**src/rtl/aes_host_sequencer.sv**
```systemverilog
// ---------------------------------------------------------------------------
// aes_host_sequencer
//
// Drives the aes_core control interface on behalf of a host. A host key or
// block transaction (valid/ready) is turned into a single-cycle start pulse
// towards the core. The sequencer then waits for the matching completion flag
// and hands the captured result back on a valid/ready output channel.
//
// Ports
//   clk, reset_n          : rising-edge clock, asynchronous active-low reset
//   key_valid/ready/data  : host key load channel (key has priority)
//   in_valid/ready/data   : host block channel, in_decrypt selects the mode
//   out_valid/ready/data  : result channel towards the host
//   err_timeout, err_clr  : sticky completion-timeout flag and its clear
//   key_loaded            : a key expansion has finished since reset
//   blk_count             : number of completed blocks (wraps)
//   core_*                : start pulses, registered operands and the
//                           completion flags/results of aes_core
// ---------------------------------------------------------------------------
module aes_host_sequencer #(
  parameter int TIMEOUT = 64,
  parameter int CNT_W   = 16
) (
  input  logic             clk,
  input  logic             reset_n,
  input  logic             key_valid,
  output logic             key_ready,
  input  logic [127:0]     key_data,
  input  logic             in_valid,
  output logic             in_ready,
  input  logic [127:0]     in_data,
  input  logic             in_decrypt,
  output logic             out_valid,
  input  logic             out_ready,
  output logic [127:0]     out_data,
  output logic             err_timeout,
  input  logic             err_clr,
  output logic             key_loaded,
  output logic [CNT_W-1:0] blk_count,
  output logic             core_reset_key,
  output logic [127:0]     core_key,
  input  logic             core_ready_key,
  output logic             core_reset_enc,
  output logic             core_reset_dec,
  output logic [127:0]     core_block_enc,
  output logic [127:0]     core_block_dec,
  input  logic             core_oready_enc,
  input  logic             core_oready_dec,
  input  logic [127:0]     core_result_enc,
  input  logic [127:0]     core_result_dec
);

  typedef enum logic [2:0] {NOKEY, KEXP, IDLE, RUN, OUT} state_e;

  localparam logic [9:0] TMO_LAST = 10'(TIMEOUT - 1);

  state_e             state_q, state_d;
  logic [127:0]       core_key_q, core_key_d;
  logic [127:0]       blk_enc_q, blk_enc_d;
  logic [127:0]       blk_dec_q, blk_dec_d;
  logic [127:0]       out_data_q, out_data_d;
  logic               mode_q, mode_d;
  logic               out_valid_q, out_valid_d;
  logic               err_q, err_d;
  logic               key_loaded_q, key_loaded_d;
  logic               pulse_key_q, pulse_key_d;
  logic               pulse_enc_q, pulse_enc_d;
  logic               pulse_dec_q, pulse_dec_d;
  logic [CNT_W-1:0]   blk_cnt_q, blk_cnt_d;
  logic [9:0]         tmo_q, tmo_d;

  logic guard_done;
  logic tmo_hit;
  logic run_done;

  // The counter is cleared on acceptance, so it reads 0 in the pulse cycle
  // and 1 in the cycle after; completion flags seen then may be stale.
  assign guard_done = (tmo_q >= 10'd2);
  assign tmo_hit    = (tmo_q == TMO_LAST);
  assign run_done   = mode_q ? core_oready_dec : core_oready_enc;

  assign key_ready = (state_q == NOKEY) || (state_q == IDLE);
  assign in_ready  = (state_q == IDLE) && !key_valid;

  always_comb begin
    state_d      = state_q;
    core_key_d   = core_key_q;
    blk_enc_d    = blk_enc_q;
    blk_dec_d    = blk_dec_q;
    out_data_d   = out_data_q;
    mode_d       = mode_q;
    out_valid_d  = out_valid_q;
    err_d        = err_q;
    key_loaded_d = key_loaded_q;
    pulse_key_d  = 1'b0;
    pulse_enc_d  = 1'b0;
    pulse_dec_d  = 1'b0;
    blk_cnt_d    = blk_cnt_q;
    tmo_d        = tmo_q;

    // A timeout raised below overrides this clear.
    if (err_clr) begin
      err_d = 1'b0;
    end

    case (state_q)
      NOKEY, IDLE: begin
        if (key_valid) begin
          core_key_d  = key_data;
          pulse_key_d = 1'b1;
          tmo_d       = '0;
          state_d     = KEXP;
        end else if (in_valid && (state_q == IDLE)) begin
          if (in_decrypt) begin
            blk_dec_d   = in_data;
            pulse_dec_d = 1'b1;
          end else begin
            blk_enc_d   = in_data;
            pulse_enc_d = 1'b1;
          end
          mode_d  = in_decrypt;
          tmo_d   = '0;
          state_d = RUN;
        end
      end

      KEXP: begin
        tmo_d = tmo_q + 10'd1;
        if (guard_done && core_ready_key) begin
          key_loaded_d = 1'b1;
          state_d      = IDLE;
        end else if (tmo_hit) begin
          err_d        = 1'b1;
          key_loaded_d = 1'b0;
          state_d      = NOKEY;
        end
      end

      RUN: begin
        tmo_d = tmo_q + 10'd1;
        if (guard_done && run_done) begin
          out_data_d  = mode_q ? core_result_dec : core_result_enc;
          out_valid_d = 1'b1;
          blk_cnt_d   = blk_cnt_q + CNT_W'(1);
          state_d     = OUT;
        end else if (tmo_hit) begin
          err_d   = 1'b1;
          state_d = IDLE;
        end
      end

      OUT: begin
        if (out_ready) begin
          out_valid_d = 1'b0;
          state_d     = IDLE;
        end
      end

      default: state_d = NOKEY;
    endcase
  end

  always_ff @(posedge clk or negedge reset_n) begin
    if (!reset_n) begin
      state_q      <= NOKEY;
      core_key_q   <= '0;
      blk_enc_q    <= '0;
      blk_dec_q    <= '0;
      out_data_q   <= '0;
      mode_q       <= 1'b0;
      out_valid_q  <= 1'b0;
      err_q        <= 1'b0;
      key_loaded_q <= 1'b0;
      pulse_key_q  <= 1'b0;
      pulse_enc_q  <= 1'b0;
      pulse_dec_q  <= 1'b0;
      blk_cnt_q    <= '0;
      tmo_q        <= '0;
    end else begin
      state_q      <= state_d;
      core_key_q   <= core_key_d;
      blk_enc_q    <= blk_enc_d;
      blk_dec_q    <= blk_dec_d;
      out_data_q   <= out_data_d;
      mode_q       <= mode_d;
      out_valid_q  <= out_valid_d;
      err_q        <= err_d;
      key_loaded_q <= key_loaded_d;
      pulse_key_q  <= pulse_key_d;
      pulse_enc_q  <= pulse_enc_d;
      pulse_dec_q  <= pulse_dec_d;
      blk_cnt_q    <= blk_cnt_d;
      tmo_q        <= tmo_d;
    end
  end

  assign out_valid      = out_valid_q;
  assign out_data       = out_data_q;
  assign err_timeout    = err_q;
  assign key_loaded     = key_loaded_q;
  assign blk_count      = blk_cnt_q;
  assign core_reset_key = pulse_key_q;
  assign core_key       = core_key_q;
  assign core_reset_enc = pulse_enc_q;
  assign core_reset_dec = pulse_dec_q;
  assign core_block_enc = blk_enc_q;
  assign core_block_dec = blk_dec_q;

endmodule

```
**config.mk**
```make
export PLATFORM = sky130hd
export DESIGN_NAME = aes_host_sequencer
export DESIGN_NICKNAME = d
export VERILOG_FILES = /design/src/rtl/aes_host_sequencer.sv
export SDC_FILE = /design/constraint.sdc
export NUM_CORES = 1
export LEC_CHECK = 0
export BUFFER_PORTS_ARGS = -buffer_cell sky130_fd_sc_hd__buf_2
export CORE_AREA = 2 2 411 413
export CTS_CLUSTER_DIAMETER = 30
export DETAILED_ROUTE_END_ITERATION = 10
export DIE_AREA = 0 0 413 415
export SLEW_MARGIN = 20
export SYNTH_ARGS = -nofsm -noshare
export SYNTH_HDL_FRONTEND = slang
export SYNTH_SLANG_ARGS = --single-unit
```
**constraint.sdc**
```tcl
create_clock -name clk -period 2.1 [get_ports clk]
set_input_delay 0.315 -clock clk [delete_from_list [all_inputs] [get_ports clk]]
set_output_delay 0.315 -clock clk [all_outputs]
set_load 0.03 [all_outputs]
```
Yosys cells after proc, flatten, opt, wreduce, memory -nomap -nowiden

Cells that the tools add are included.

Divide/modulo/power cells: 0
Bitwise gates (word level): 2
Magnitude comparators: 1
$mul: 0
Add/subtract/negate cells: 2
Muxes and demuxes: 33
Reductions and logical operators: 21
Equal/unequal tests: 10
Shift-type cells: 0

Operators by type and width:

| kind                    | number |
|---|---|
| $mux W128               | 1 |
| $mux W3                 | 7 |
| $mux W10                | 2 |
| $pmux W10 S2            | 1 |
| $mux W1                 | 19 |
| $add A16 B1 Y16 const B | 1 |
| $pmux W3 S4             | 1 |
| $reduce_and A4 Y1       | 3 |
| $add A10 B1 Y10 const B | 1 |
| $eq A10 B6 Y1 const B   | 1 |
| $ge A10 B2 Y1 const B   | 1 |
| $ne A3 B3 Y1 const B    | 3 |
| $reduce_and A2 Y1       | 4 |
| $eq A3 B2 Y1 const B    | 2 |
| $reduce_and A3 Y1       | 2 |
| $reduce_bool A2 Y1      | 3 |
| $logic_and A1 B1 Y1     | 4 |
| $ne A2 B2 Y1 const B    | 2 |
| $pmux W1 S2             | 2 |
| $reduce_or A2 Y1        | 2 |
| $eq A3 B1 Y1 const B    | 1 |
| $eq A3 B3 Y1 const B    | 1 |
| $logic_not A3 Y1        | 1 |
| $not A1 Y1              | 2 |
| 2 further kinds         | 2 |

Memories kept: 0
Word-level logic and storage cells: 83
Flip-flop bits (word level): 548
Bits in latches: 0
Bits in writable memories: 0
Output and inout port bits: 536
Input port bits: 522
Bits in read-only memories: 0

Logic depth before layout (Yosys ltp)

Depth in word-level cells: 5
Depth in mapped cells: 8
Depth with buffers taken out: 7

Worst setup path before layout

No wires, ideal clock.

Path kind: register -> register
Start: reg state_q[0]
End: reg blk_enc_q[118], in the netlist core_block_enc[118]
Required time: 1.975 ns
Cell stages (with the launch flop): 8
Clock period less this slack: 2.204 ns
Buffers on the path: 3
Slack: -0.104 ns
Arrival time: 2.079 ns
Library setup time: 0.125 ns
Cells stage by stage: dfrtp_1 > buf_2 > nor4_4 > nand2_1 > nor2_1 > buf_2 > buf_2 > mux2_2

Longest elaborated chain between the ends: 3
Elaborated cells between the ends (all ways): 5
Those cells by class: eq/ne (1); reduce/logical (4)

Ends and longest elaborated chain:

| element                                                        | RTL line | RTL |
|---|---|---|
| from (decl)                                                    | 57       | `state_e state_q, state_d;` |
| from (signal assigned)                                         | 180      | `state_q <= state_d;` |
| $eq A3 B2 Y1 / $logic_not A3 Y1 (equally long branches)        | 106, 113 |  |
| $reduce_or A2 Y1 / $logic_and A1 B1 Y1 (equally long branches) | 106, 113 |  |
| $reduce_and A4 Y1 (no source line) *                           | --       |  |
| to (signal assigned)                                           | 182      | `blk_enc_q <= blk_enc_d;` |
| to (decl)                                                      | 59       | `logic [127:0] blk_enc_q, blk_enc_d;` |

Mark *: on every way between the ends. The rest lies on a longest branch, timed or not.
A chain may end at the register's enable or synchronous reset.

Worst setup path in the final report

Start: reg state_q[0]
End: reg blk_enc_q[121], in the netlist core_block_enc[121]

The elaborated chain is that of the path after synthesis.

==> results.py <==
metrics = {
    "run_status": {
        "outcome": "finished, violations left",
        "violations": "setup timing",
    },
    "place": {
        "dp_worst_slack_ns": 0.0466,
        "gp_congestion": 0.972,
        "io_buffers": 1057,
        "placed_cell_area_um2": 30500,
        "detailed_place_hpwl_mm": 113,
        "dp_cells": 5057,
    },
    "finish": {
        "final_cell_count_no_fill": 5891,
        "multi_input_area_um2": 7760,
        "postLayoutCoreUtil_pct": 24.8,
        "fin_nets": 4061,
        "layout.cells.most_common": "buf_2",
        "layout.cell_area.non_filler_um2": 41400,
        "layout.cells.most_common_list": "1055 x buf_2, 545 x dfrtp_1, 521 x dlygate4sd3_1",
        "seq_area_um2": 13700,
        "layout.filler_cells": 17629,
        "layout-area-overhead-vs-synth_pct": 90.1,
        "layout-drive-gt1-share_pct": 46.2,
    },
    "timing": {
        "achievable-frequency_mhz": 470,
        "worst_slack_ns": -0.0282,
        "worst_slew_pin_slew_ns": 0.923,
        "final_hold_viol_count": 0,
        "clock_skew_ns": 0.0338,
        "rsz0062_at_grt": "yes",
        "post-route-period-util_pct": 101,
        "maxSlewHeadroom_pct": 38.3,
        "min_period_ns": 2.13,
        "setup_viol": 6,
        "timing_max_transition_violations_final": 0,
    },
    "yosys": {
        "yosysWarnings": 0,
        "synthesis.area_um2": 21800,
        "yosys_most_used_dff": "dfrtp_1",
        "syn_inst": 1800,
        "synth_sequential_area_ratio_pct": 63.0,
        "number_of_enable_type_register_cells_in_the_synthesized_netlist": 0,
        "synth.distinct_cells": 36,
        "synth-seq-cells": 548,
        "postSynth.asyncResetShare_pct": 100,
        "syn_avg_cell_area_um2": 12.1,
        "syn-num-nets": 2325,
    },
    "cts": {
        "cts_sinks": 548,
        "cts.htree.levels": 4,
        "cts_root_buffer": "clkbuf_16",
        "ctsLongestPathBuffers": 3,
        "clock_transition_at_path_regs_ns": 0.05,
        "worst_skew_pair.late_latency_ns": 0.76,
        "cts_buffers": 143,
        "cts_tree": "built",
    },
    "floorplanning": {
        "die_x_um": 413,
        "dieArea_um2": 171000,
        "initial_utilization_pct": 13.1,
        "die-height_um": 415,
        "floorplan.core_area_um2": 167000,
        "placementRows": 150,
        "top_level_ports": 1058,
    },
    "global_routing": {
        "vias_in_the_first_global_route": 23040,
        "antenna_found_initial": 95,
        "grt_start_max_net_pins": 98,
        "grt_first_pass_wirelength_mm": 190,
        "grt-ovfl-total": 0,
        "globalRouteTotalUtil_pct": 16.0,
    },
    "power": {
        "cellLeakagePower_uw": 0.0198,
        "power_share_of_the_clock_group_pct": 31.9,
        "power_density_nw_per_um2": 1720,
        "power.share.sequential_pct": 26.0,
        "p_sw_share_pct": 43.1,
        "internal_power_uw": 40500,
        "power.net_switching_uw": 30700,
        "ir_drop_uv": 1110,
        "power_frac_comb_pct": 42.0,
    },
    "routing": {
        "drt-vias-per-instance": 3.77,
        "drtAntennaViolNets": 0,
        "wl_mm": 144,
        "drt_pre_antenna_iters": 6,
        "detail_route.iter0.violations": 1463,
        "drc": 0,
        "routed-via-count": 22202,
        "routedWlPerCell_um": 24.4,
    },
    "hold_path": {
        "hp-class": "in2async",
    },
    "job": {
        "cap_violations": 0,
    },
    "worst_setup_path": {
        "critical_path.endpoint_type": "flip-flop",
        "critical_path_arrival_ns": 2.77,
        "critical_path.slowest_cell": "dfrtp_2",
        "critPathKind": "reg2reg",
        "worst_path_most_repeated_cell": "buf_4",
        "worst_setup_path_start_kind": "flip-flop",
        "crit_fanout": 5,
        "crit_path_cell_trace": "nor4_4, buf_4, nand2_4, nor2_4, buf_12, clkbuf_16, buf_4, buf_4, mux2_2",
        "delay_contributed_by_the_slowest_stage_of_the_critical_path_ns": 0.43,
        "required_ns": 2.74,
    },
}
==> layer usage <==
layer  global-route usage (%)  wire length [µm]
met5                        0               114
met4                     6.99              6910
met3                     6.96             14800
met2                     25.5             66500
met1                     18.6             55600
==> final cells by class <==
type | count | area share (%)
Antenna cell | 39 | 0.236
Clock buffer | 191 | 9.77
Clock inverter | 66 | 2.43
Inverter | 8 | 0.0786
Multi-Input combinational cell | 1141 | 18.7
Sequential cell | 548 | 33.2
Tap cell | 2204 | 6.67
Timing Repair Buffer | 1694 | 28.9
==> worst paths after layout <==
kind                                    start             endpoint  slack, ns  depth (start not counted)
min reg2reg                core_block_dec[97]   core_block_dec[97]       0.47                          2
min                                   reset_n    core_block_enc[4]       0.29                          3
min in group clk                      err_clr          err_timeout       0.30                          3
max reg2reg                        state_q[0]  core_block_enc[121]      -0.03                          9
max in group asynchronous             reset_n               mode_q       0.50                          3
max                                state_q[0]  core_block_enc[121]      -0.03                          9
==> through the flow <==
stage / hold slack (ns) / total power [µW] / TNS (ns)
6_report: 0.286 / 71200 / -0.0667
4_1_cts: 0.188 / 71300 / -0.0707
3_5_place_dp: 0.247 / 46800 / 0
3_3_place_gp: 0.246 / 46400 / 0
2_1_floorplan: 0.0194 / 34900 / 0
5_1_grt: 0.260 / 74400 / -2.97
==> timing repair <==
item / in CTS / in global routing
setup buffers: 4 / 6
hold endpoints to repair: 815 / 0
setup endpoints to repair: 2 / 94
resized for setup: 4 / 68
hold buffers: 521 / 0
pin swaps: 1 / 4
gates cloned: 0 / 7
==> cell families after synthesis <==
| kind of cell | count (synthesis) | share of synthesized area (%) |
|---|---|---|
| and+or+nand+nor | 582 | 10.6 |
| muxes | 388 | 19.3 |
| adders and majority gates | 3 | 0.172 |
| DFF | 548 | 63.0 |
| xor gates and xnor gates | 22 | 0.885 |
| buffers and inverters | 111 | 2.41 |
| AOI/OAI and AO/OA | 146 | 3.59 |
==> power by group through the flow <==
stage	combinational, µW	clock (µW)	sequential [µW]
floorplan	7310	0	27600
global placement	28100	0	18300
detailed placement	28400	0	18400
CTS	29800	23100	18400
global route	31600	23700	19100
finish	30000	22700	18500
==> cell usage after synthesis (all sizes together) (8+ instances only) <==
master,instances,share of area (%)
nand3,12,0.28
xnor2,12,0.48
clkbuf,37,0.64
xor2,10,0.40
buf,66,1.6
a21oi,131,3.0
dfrtp,548,63
inv,8,0.14
mux2,258,13
nor2,145,2.5
mux2i,130,6.0
nand2,394,6.8
==> registers in the layout (all words and copies together) (netlist names), 3 cells and up <==
name and count:
blk_count 16, core_block_dec 128, core_block_enc 128, core_key 128, out_data 128, state_q 3, tmo_q 10
==> critical path, delay by kind of cell, from the launching register on <==
kind	cells	cell delay [ns]
muxes	1	0.32
DFF	1	0.43
buffers and inverters	5	0.76
and+or+nand+nor	3	0.48
Power figures use the tool's default switching activity.
